--- src/rtl/regfile_write_arbiter.sv ---
// Register-file write-port arbiter: pipeline writeback vs external unit,
// with starvation forcing and a one-cycle registered write port.
//
// Ports:
//   clk, reset             clock, async active-low reset
//   wb_valid/addr/data     pipeline writeback request, wb_ready accept
//   ext_valid/addr/data    external unit request, ext_ready accept
//   a3/we3/wd3             registered register-file write port
module regfile_write_arbiter #(
    parameter int ADDR_W       = 5,
    parameter int DATA_W       = 19,
    parameter int STARVE_LIMIT = 4
) (
    input  logic              clk,
    input  logic              reset,
    input  logic              wb_valid,
    input  logic [ADDR_W-1:0] wb_addr,
    input  logic [DATA_W-1:0] wb_data,
    output logic              wb_ready,
    input  logic              ext_valid,
    input  logic [ADDR_W-1:0] ext_addr,
    input  logic [DATA_W-1:0] ext_data,
    output logic              ext_ready,
    output logic [ADDR_W-1:0] a3,
    output logic              we3,
    output logic [DATA_W-1:0] wd3
);

    localparam int CW = (STARVE_LIMIT < 1) ? 1 : $clog2(STARVE_LIMIT + 1);
    localparam logic [CW-1:0] LIM = CW'(STARVE_LIMIT);

    typedef enum logic {
        NORMAL    = 1'b0,
        FORCE_EXT = 1'b1
    } state_t;

    state_t        state;
    logic [CW-1:0] cnt;
    logic [CW-1:0] cnt_nxt;
    logic          wb_fire;
    logic          ext_fire;

    // Readies depend only on valids and state, never on addr/data.
    always_comb begin
        wb_ready  = 1'b1;
        ext_ready = 1'b0;
        unique case (state)
            NORMAL: begin
                wb_ready  = 1'b1;
                ext_ready = ~wb_valid;
            end
            FORCE_EXT: begin
                ext_ready = 1'b1;
                wb_ready  = ~ext_valid;
            end
        endcase
    end

    assign wb_fire  = wb_valid & wb_ready;
    assign ext_fire = ext_valid & ext_ready;

    // Counts consecutive denied ext cycles; saturates at the limit.
    always_comb begin
        cnt_nxt = cnt;
        if (!ext_valid || ext_fire)
            cnt_nxt = '0;
        else if (cnt != LIM)
            cnt_nxt = cnt + 1'b1;
    end

    always_ff @(posedge clk or negedge reset) begin
        if (!reset) begin
            state <= NORMAL;
            cnt   <= '0;
            we3   <= 1'b0;
            a3    <= '0;
            wd3   <= '0;
        end else begin
            cnt <= cnt_nxt;

            unique case (state)
                NORMAL: begin
                    if (cnt_nxt == LIM)
                        state <= FORCE_EXT;
                end
                FORCE_EXT: begin
                    // Leave on the forced transfer or on withdrawal.
                    if (ext_fire || !ext_valid)
                        state <= NORMAL;
                end
            endcase

            // Register 0 is hardwired: handshake completes, no write.
            if (ext_fire) begin
                we3 <= |ext_addr;
                a3  <= ext_addr;
                wd3 <= ext_data;
            end else if (wb_fire) begin
                we3 <= |wb_addr;
                a3  <= wb_addr;
                wd3 <= wb_data;
            end else begin
                we3 <= 1'b0;
            end
        end
    end

endmodule

--- config.mk ---
export PLATFORM = sky130hd
export DESIGN_NAME = regfile_write_arbiter
export DESIGN_NICKNAME = d
export VERILOG_FILES = /design/src/rtl/regfile_write_arbiter.sv
export SDC_FILE = /design/constraint.sdc
export NUM_CORES = 1
export LEC_CHECK = 0
export ABC_CLOCK_PERIOD_IN_PS = 3370
export BUFFER_PORTS_ARGS = -buffer_cell sky130_fd_sc_hd__buf_2
export CORE_AREA = 5 5 91 93
export CTS_CLUSTER_DIAMETER = 60
export DETAILED_ROUTE_END_ITERATION = 6
export DIE_AREA = 0 0 96 98
export MAX_ROUTING_LAYER = met4
export PLACE_DENSITY_LB_ADDON = 0.05
export SKIP_CTS_REPAIR_TIMING = 1
export SLEW_MARGIN = 10
export SYNTH_ARGS = -nofsm -noshare
export SYNTH_HDL_FRONTEND = slang
export SYNTH_SLANG_ARGS = --single-unit
--- constraint.sdc ---
create_clock -name clk -period 3.37 [get_ports clk]
set_input_delay 0.337 -clock clk [delete_from_list [all_inputs] [get_ports clk]]
set_output_delay 0.337 -clock clk [all_outputs]
set_load 0.005 [all_outputs]
* Word-level counts from Yosys, hierarchy flattened
Cells that the tools add are included.
** Storage, ports and cells
- Bits of input ports :: 52
- Latch bits :: 0
- ROM bits :: 0
- Logic and storage cells :: 31
- Register bits after elaboration :: 29
- Output and inout port bits :: 27
- Memories :: 0
- RAM bits :: 0
** Operators by class
- Magnitude comparators :: 0
- Equal/unequal tests :: 2
- Add/sub/neg operators :: 1
- $mul :: 0
- Divide/modulo/power cells :: 0
- Reductions and logical operators :: 5
- Bitwise gates (word level) :: 5
- Shift operators :: 0
- Muxes and demuxes :: 13
** Operators with widths (number)
- two-way mux 19 bit :: 2
- two-way mux 5 bit :: 2
- OR reduction 5 bit :: 2
- two-way mux 3 bit :: 2
- one-hot mux 1 bit (2 select lines) :: 3
- two-way mux 1 bit :: 4
- adder 3 x 1 -> 3 bit (second input constant) :: 1
- == test 3 bit (second input constant) :: 1
- inequality test 3 bit (second input constant) :: 1
- inverter 1 bit :: 3
- AND 1 bit :: 2
- nonzero test 2 bit :: 1
- logical NOT 1 bit :: 1
- logical OR 1 bit :: 1

* Logic depth before layout (Yosys ltp)
Gate-level depths: netlist (run 1).
- Word-level depth :: 8
- Gate-level depth with buffers :: 6
- Gate-level depth less buffers :: 5

* Worst setup path before layout (run 1)
No wires, ideal clock.
- Kind :: register to register
- From :: reg cnt[0]
- To :: reg state
- Data arrival time :: 1134 ps
- Cell stages (with the launch flop) :: 6
- Required time :: 3259 ps
- Clock period less this slack :: 1246 ps
- Path slack :: 2124 ps
- Library setup time :: 111 ps
- Buffers on the path :: 0
- Cell sequence :: dfrtp_1 -> inv_1 -> ha_1 -> nor2_1 -> a211oi_1 -> a2111oi_2
** On the way
- Cells in the longest elaborated chain, start to end :: 6
- Elaborated cells between the ends (all ways) :: 7
- Those cells by class :: 1 x add/sub; 2 x eq/ne; 4 x mux
** RTL lines
- start: declaration :: RTL line 38 : logic [CW-1:0] cnt;
- start signal: assignment :: RTL line 79 : cnt <= cnt_nxt;
- adder 3 x 1 -> 3 bit or inequality test 3 bit (tied branches) :: RTL line 68, 67
- two-way mux 3 bit (*) :: RTL line 67 : else if (cnt != LIM)
- two-way mux 3 bit (*) :: RTL line 65 : if (!ext_valid || ext_fire)
- == test 3 bit (*) :: RTL line 83 : if (cnt_nxt == LIM)
- two-way mux 1 bit (*) :: RTL line 83
- one-hot mux 1 bit (2 select lines) (*) :: RTL line 81 : unique case (state)
- end signal: assignment :: RTL line 73 : state <= NORMAL;
- end signal: assignment :: RTL line 84 : state <= FORCE_EXT;
- end signal: assignment :: RTL line 89 : state <= NORMAL;
- end: declaration :: RTL line 37 : state_t state;
Mark *: on every way between the ends. The rest lies on a longest branch, timed or not.
A chain may end at the register's enable or synchronous reset.

* Worst setup path in the final report (run 1)
- From :: in ext_valid
- To :: out wb_ready
** On the way
- Cells in the longest elaborated chain, start to end :: 2
** RTL lines
- start: declaration :: RTL line 20 : input logic ext_valid,
- inverter 1 bit :: RTL line 54 : wb_ready = ~ext_valid;
- one-hot mux 1 bit (2 select lines) :: RTL line 47 : unique case (state)
- end: declaration :: RTL line 19 : output logic wb_ready,
No other way between the ends.

==> out/metrics.cfg, run 1 <==
[power]
switching_share=0.2738
switchingPower_uw=239.8
clock_power_share=0.309
p_int_uw=635.9
pwr-share-comb=0.237
powerDensity_nw_per_um2=385.6
leakage_uw=0.001086
pwr-share-seq=0.453
peakVddDrop_v=0.0001525
power_uw=875.7

[global_route]
grt_pass1_vias=1679
antenna_found_initial=0
grt_max_degree=48
grt_util_all_layers=0.1138
overflow=0
grt_pass1_wl_um=8155

[sta]
finalCriticalPeriod_ps=1723
tns_ps=0
post-route-period-util=0.5112
slew_violations=0
worst_pin_slew_ps=690.4
finalHoldViolations=0
fin_skew_ps=3.305
setup_viol=0
fmax_mhz=580.4
maxSlewHeadroom=0.5397
rsz0062_at_grt=no
worst_slack_ps=1647

[synth]
synth_top_area_share=0.4108
synthCells=164
yosysSeqAreaShare=0.4108
ys_warn_count=0
synth_top_area_cell=dfrtp_1
synth-main-ff-cell=dfrtp_1
synth_cell_types=27
syn-num-nets=218
syn_avg_cell_area_sq_um=10.77
async_flop_share=1.000
synth-edff-count=0
synthTopCellsByArea=dfrtp_1, mux2_2, o22ai_2
synth_area_sq_um=1767
ys_ff_latch=29

[detailed_routing]
drtIter0Drc=24
ant_nets=0
wl_per_cell_um=14.45
viasPerCell=4.434
route.vias.total=1521
dr.pass1.iters=4
drc=0
routed_wl_um=4955

[min_path]
hold_path_class=in2async

[worst_setup_path]
crit_fanout=47
reg2reg_depth=4
cp.required_ps=3030
path_class=in2out
critPathCaptureType=output pin
arrival_ps=1390
worstSetupStartpointType=primary input

[cts]
clock_path_buffers=2
clk_latency_ps=270
cts-root-buf=clkbuf_8
tritoncts=yes
htreeDepth=2
path_clk_slew_ps=60
numCtsBuffers=5
cts_sinks=29

[layout]
drive_above_1_share=0.5228
final_util=0.3049
area_growth_pct=28.54
final_nets=294
fin_cells=343
n_antenna_cell=0
final_common_cell=buf_2
final_cell_mix=buf_2, dfrtp_1, inv_1

[floorplan]
initial_core_util=0.2372
die_w_um=96
dieArea_sq_um=9408
top_level_ports=79
fp.coreArea_sq_um=7447
rows=32
dieHeight_um=98

[run]
maxCapViolations=0

[placement]
dp_hpwl_um=3528
gp_congestion=0.7436
place_ws_ps=1661
portBuffers=78
dp_cells=335

[status]
status=finished, final reports clean

-- registers in the layout (all words and copies together) (netlist names) --
signal  flops
a3          5
cnt         3
state       1
wd3        19
we3         1
-- area by class of cell --
type / count / area (sq um)
Sequential cell: 29 / 725.7
Fill cell: 827 / 5176
Timing Repair Buffer: 82 / 420.4
Tap cell: 102 / 127.6
Inverter: 22 / 82.58
Clock buffer: 8 / 80.08
Multi-Input combinational cell: 100 / 834.6
-- final timing paths --
check | startpoint | end | slack [ps]
setup reg to reg | state$_DFF_PN0_ | wd3[16]$_DFFE_PN0P_ | 1830
hold / removal | reset | wd3[7]$_DFFE_PN0P_ | 100
min in group clk | ext_data[10] | wd3[10]$_DFFE_PN0P_ | 320
hold reg to reg | cnt[0]$_DFF_PN0_ | cnt[0]$_DFF_PN0_ | 590
setup / recovery | ext_valid | wb_ready | 1650
max in group asynchronous | reset | a3[4]$_DFFE_PN0P_ | 2820
-- routing by layer --
| metal | global-route usage | part of all wire | up-vias |
|---|---|---|---|
| li1 | - | - | 740 |
| met1 | 0.1396 | 0.45 | 724 |
| met2 | 0.1811 | 0.48 | 51 |
| met3 | 0.03005 | 0.059 | 6 |
| met4 | 0.03501 | 0.014 | 0 |
| met5 | - | 0 | - |
-- per-stage QoR --
step / hold WS [ps] / area (sq um)
global placement: 422.8 / 2191
floorplan: 41.41 / 1767
detailed placement: 452.1 / 2191
global route: 174.1 / 2271
finish: 104.7 / 2271
CTS: 149.6 / 2271
-- synthesized netlist by cell type (4+ instances only) --
cell and count:
o22ai_2 14, a31oi_1 19, mux2_2 19, nand2_1 4
buf_6 5, inv_1 22, o22ai_1 10, mux2_4 5
dfrtp_1 29, nor2_1 15
-- power groups by stage --
stage	Sequential [uW]	Clock, uW	Combinational (uW)
after CTS	398	289	213
final	397	271	208
after global placement	406	0	213
after detailed placement	404	0	212
after global routing	401	304	233
after floorplan	404	0	124
-- critical path, cell delays in order --
cell	delay, ps
buf_2	90
buf_4	460
nand2_1	260
buf_2	200
-- cells by family after synthesis --
kind of cell    after synthesis  synth area share
compound gates               48            0.2273
xor+xnor                      1          0.004958
fa+ha+maj                     2           0.01416
buf+inv                      35            0.1169
flops                        29            0.4108
mux                          24            0.1636
simple gates                 25           0.06231
Power figures use the tool's default switching activity.
==> run 2, diff against run 1 <==
--- a/config.mk
+++ b/config.mk
@@ -5,7 +5,7 @@
 export SDC_FILE = /design/constraint.sdc
 export NUM_CORES = 1
 export LEC_CHECK = 0
-export ABC_CLOCK_PERIOD_IN_PS = 3370
+export ABC_CLOCK_PERIOD_IN_PS = 1500
 export BUFFER_PORTS_ARGS = -buffer_cell sky130_fd_sc_hd__buf_2
 export CORE_AREA = 5 5 91 93
 export CTS_CLUSTER_DIAMETER = 60
==> constraint.sdc (replaced) <==
create_clock -name clk -period 1.5 [get_ports clk]
set_input_delay 0.15 -clock clk [delete_from_list [all_inputs] [get_ports clk]]
set_output_delay 0.15 -clock clk [all_outputs]
set_load 0.005 [all_outputs]
==> out/metrics.cfg, run 2 (synthesis results as in run 1) <==
[status]
status=finished, final reports clean

[worst_setup_path]
crit_fanout=3
path_class=reg2reg
critPathCaptureType=flop
arrival_ps=1500
worstSetupStartpointType=flop
cp.required_ps=1670

[placement]
place_ws_ps=171.0
portBuffers=78
gp_congestion=0.7111
dp_cells=340
dp_hpwl_um=3752

[sta]
slew_violations=0
finalCriticalPeriod_ps=1335
post-route-period-util=0.8902
maxSlewHeadroom=0.7226
fmax_mhz=748.9
holdWs_ps=119.1
setup_viol=0
finalHoldViolations=0
fin_skew_ps=5.252
worst_slack_ps=164.7
rsz0062_at_grt=no
worst_pin_slew_ps=416.2
tns_ps=0

[floorplan]
rows=32
initial_core_util=0.2372
dieArea_sq_um=9408
top_level_ports=79
fp.coreArea_sq_um=7447
die_w_um=96
dieHeight_um=98

[global_route]
antenna_found_initial=0
grt_max_degree=27
grt_util_all_layers=0.1161
grt_pass1_vias=1616
overflow=0
grt_pass1_wl_um=8273

[detailed_routing]
route.vias.total=1528
wl_per_cell_um=14.64
viasPerCell=4.391
drc=0
drtIter0Drc=49
dr.pass1.iters=4
routed_wl_um=5094
ant_nets=0

[layout]
fin_cells=348
largest_register_ffs=19
largest_register=wd3
final_cell_mix=buf_2, dfrtp_1, inv_1
n_antenna_cell=0
final_nets=300
reg_top3=wd3 x19, a3 x5, cnt x3
area_growth_pct=33.00
final_common_cell=buf_2
drive_above_1_share=0.5366

[power]
leakage_uw=0.001129
powerDensity_nw_per_um2=868.1
peakVddDrop_v=0.0002749
power_uw=2040

[run]
maxCapViolations=0

[cts]
cts_sinks=29
tritoncts=yes
cts-root-buf=clkbuf_8
htreeDepth=2
clock_path_buffers=2
numCtsBuffers=5
path_clk_slew_ps=70
clk_latency_ps=280

[min_path]
hold_path_class=in2reg

==> run 2: final timing paths <==
check,slack [ps],start,cells after the start,to
min in group asynchronous,340,reset,2,wd3[4]$_DFFE_PN0P_
min,120,wb_addr[0],3,a3[0]$_DFFE_PN0P_
max,160,cnt[0]$_DFF_PN0_,5,state$_DFF_PN0_
max in group asynchronous,740,reset,3,we3$_DFF_PN0_
max reg2reg,160,cnt[0]$_DFF_PN0_,5,state$_DFF_PN0_
min reg2reg,580,cnt[0]$_DFF_PN0_,2,cnt[0]$_DFF_PN0_
==> run 2: per-stage QoR <==
step	cell area [sq um]	utilization
3_5_place_dp	2253	0.3026
4_1_cts	2340	0.3142
3_3_place_gp	2253	0.3026
5_1_grt	2350	0.3155
2_1_floorplan	1767	-
6_report	2350	0.3155
==> run 2: report_power, final <==
| group | internal (uW) | switching (uW) |
|---|---|---|
| logic | 262 | 223 |
| registers | 854 | 37.4 |
| clock network | 364 | 300 |
==> run 2: layout make-up <==
type                       instances  area [sq um]
timing repair buffer              88         493.0
fill                             831          5097
clock buffer                       7         86.33
multi-input combinational        100         834.6
sequential                        29         725.7
inverter                          22         82.58
tap                              102         127.6
==> run 2: per-layer routing <==
metal / GRT usage / up-vias / routed length (um)
li1: - / 748 / -
met1: 0.1454 / 728 / 2342
met2: 0.1843 / 47 / 2429
met3: 0.02851 / 5 / 261
met4: 0.03282 / 0 / 60
met5: - / - / 0
==> run 2: critical path, stage by stage, from the launching register on <==
cell       delay, ps
dfrtp_1          380
inv_1             90
ha_1             230
nor2_1           110
a211oi_1          90
a2111oi_2        330
==> run 3, diff against run 2 <==
--- a/config.mk
+++ b/config.mk
@@ -7,12 +7,13 @@
 export LEC_CHECK = 0
 export ABC_CLOCK_PERIOD_IN_PS = 1500
 export BUFFER_PORTS_ARGS = -buffer_cell sky130_fd_sc_hd__buf_2
-export CORE_AREA = 5 5 91 93
+export CORE_AREA = 5 5 104 81
 export CTS_CLUSTER_DIAMETER = 60
 export DETAILED_ROUTE_END_ITERATION = 6
-export DIE_AREA = 0 0 96 98
+export DIE_AREA = 0 0 109 86
 export MAX_ROUTING_LAYER = met4
 export PLACE_DENSITY_LB_ADDON = 0.05
+export REMOVE_ABC_BUFFERS = 1
 export SKIP_CTS_REPAIR_TIMING = 1
 export SLEW_MARGIN = 10
 export SYNTH_ARGS = -nofsm -noshare
==> out/metrics.cfg, run 3 (synthesis results as in run 1) <==
[status]
status=finished, final reports clean

[worst_setup_path]
cp_cell_sequence=nand2_1 -> buf_2
crit_path_end=wb_ready
crit_family=flip-flops
cp.required_ps=1350
critPathSlowestCell=dfrtp_2
worst-path-buf-inv=1
arrival_ps=1180
crit_path_max_incr_delay_ps=470
path_class=reg2out
crit_fanout=8
crit_start=state$_DFF_PN0_
timing.rr.end=state$_DFF_PN0_
timing.reg2reg.setup_slack_ps=170
worstReg2RegStart=cnt[0]$_DFF_PN0_
worstSetupStartpointType=flop
critPathCaptureType=output pin
reg2reg_depth=5
cp.depth=2

[floorplan]
rows=27
dieHeight_um=86
top_level_ports=79
fp.coreArea_sq_um=7263
initial_core_util=0.2432
dieArea_sq_um=9374
die_w_um=109

[power]
peakVddDrop_v=0.0002595
powerDensity_nw_per_um2=854.3
leakage_uw=0.001119

[detailed_routing]
drc=0
viasPerCell=4.342
drtIter0Drc=49
dr.pass1.iters=3
ant_nets=0
wl_per_cell_um=14.21
routed_wl_um=4944
route.vias.total=1511

[sta]
finalHoldViolations=0
finalCriticalPeriod_ps=1331
worst_slack_ps=169.2
slew_violations=0
tns_ps=0
rsz0062_at_grt=no
fin_skew_ps=5.453
worst_pin_slew_ps=395.5
maxSlewHeadroom=0.7363
fmax_mhz=751.4
holdWs_ps=125.6
setup_viol=0
post-route-period-util=0.8872

[layout]
fin_area_sq_um=2333
final_cell_mix=buf_2, dfrtp_1, inv_1
seq_area_sq_um=726.9
reg_top3=wd3 x19, a3 x5, cnt x3
final_common_cell=buf_2
area_growth_pct=32.08
multi_input_area_sq_um=837.1
final_util=0.3213
drive_above_1_share=0.5385
final_nets=300
n_antenna_cell=0
largest_register_ffs=19
fillers=777
largest_register=wd3

[cts]
clock_path_buffers=2
htreeDepth=2
tritoncts=yes
clk_latency_ps=270
numCtsBuffers=5
cts-root-buf=clkbuf_8
cts_sinks=29
path_clk_slew_ps=70

[min_path]
hold_path_class=in2reg

[placement]
dpl_cell_area_sq_um=2240
dp_hpwl_um=3704
place_ws_ps=174.1
gp_congestion=0.6863
portBuffers=78

[global_route]
grt_max_degree=30
antenna_found_initial=0
grt_util_all_layers=0.1150
overflow=0
grt_pass1_wl_um=8155
grt_pass1_vias=1592

[run]
maxCapViolations=0

run 3: through the flow:
stage | power, uW | std cells
after global routing | 2139 | 348
after CTS | 2039 | 347
after floorplan | 1129 | 151
after global placement | 1399 | 339
after detailed placement | 1397 | 339
final | 1993 | 348
run 3: layer usage:
layer / track usage / vias to the layer above / share of wire
met5: - / - / 0
met4: 0.03096 / 0 / 0.011
met3: 0.03085 / 8 / 0.068
met2: 0.1650 / 49 / 0.43
met1: 0.1586 / 699 / 0.49
li1: - / 755 / -
run 3: worst register-to-register path: cells and delay by family, from the launching register on:
kind / cells / cell delay (ps)
AOI/OAI and AO/OA: 2 / 400
DFF: 1 / 380
and+or+nand+nor: 1 / 110
buffers and inverters: 1 / 100
adders and majority gates: 1 / 230
run 3: worst min-delay path by stage:
stage | from | end | slack (ps) | depth (start not counted)
floorplan | reset | a3[0]$_DFFE_PN0P_ | -150 | 0
global placement | reset | wd3[3]$_DFFE_PN0P_ | 190 | 2
detailed placement | reset | wd3[3]$_DFFE_PN0P_ | 200 | 2
CTS | reset | wd3[1]$_DFFE_PN0P_ | -100 | 2
global route | ext_data[13] | wd3[13]$_DFFE_PN0P_ | 120 | 3
finish | wb_addr[0] | a3[0]$_DFFE_PN0P_ | 130 | 3
run 3: layout make-up:
| type | count | share of cell area |
|---|---|---|
| tap | 101 | 0.05416 |
| inverter | 22 | 0.03539 |
| clock buffer | 8 | 0.03432 |
| sequential | 29 | 0.3115 |
| multi-input combinational | 100 | 0.3587 |
| timing repair buffer | 88 | 0.2059 |
run 3: where the power goes:
part | internal (uW) | switching, uW | total [uW]
Clock | 329 | 290 | 619
Combinational | 259 | 221 | 480
Sequential | 854 | 39.8 | 894
Total | 1440 | 551 | 1990
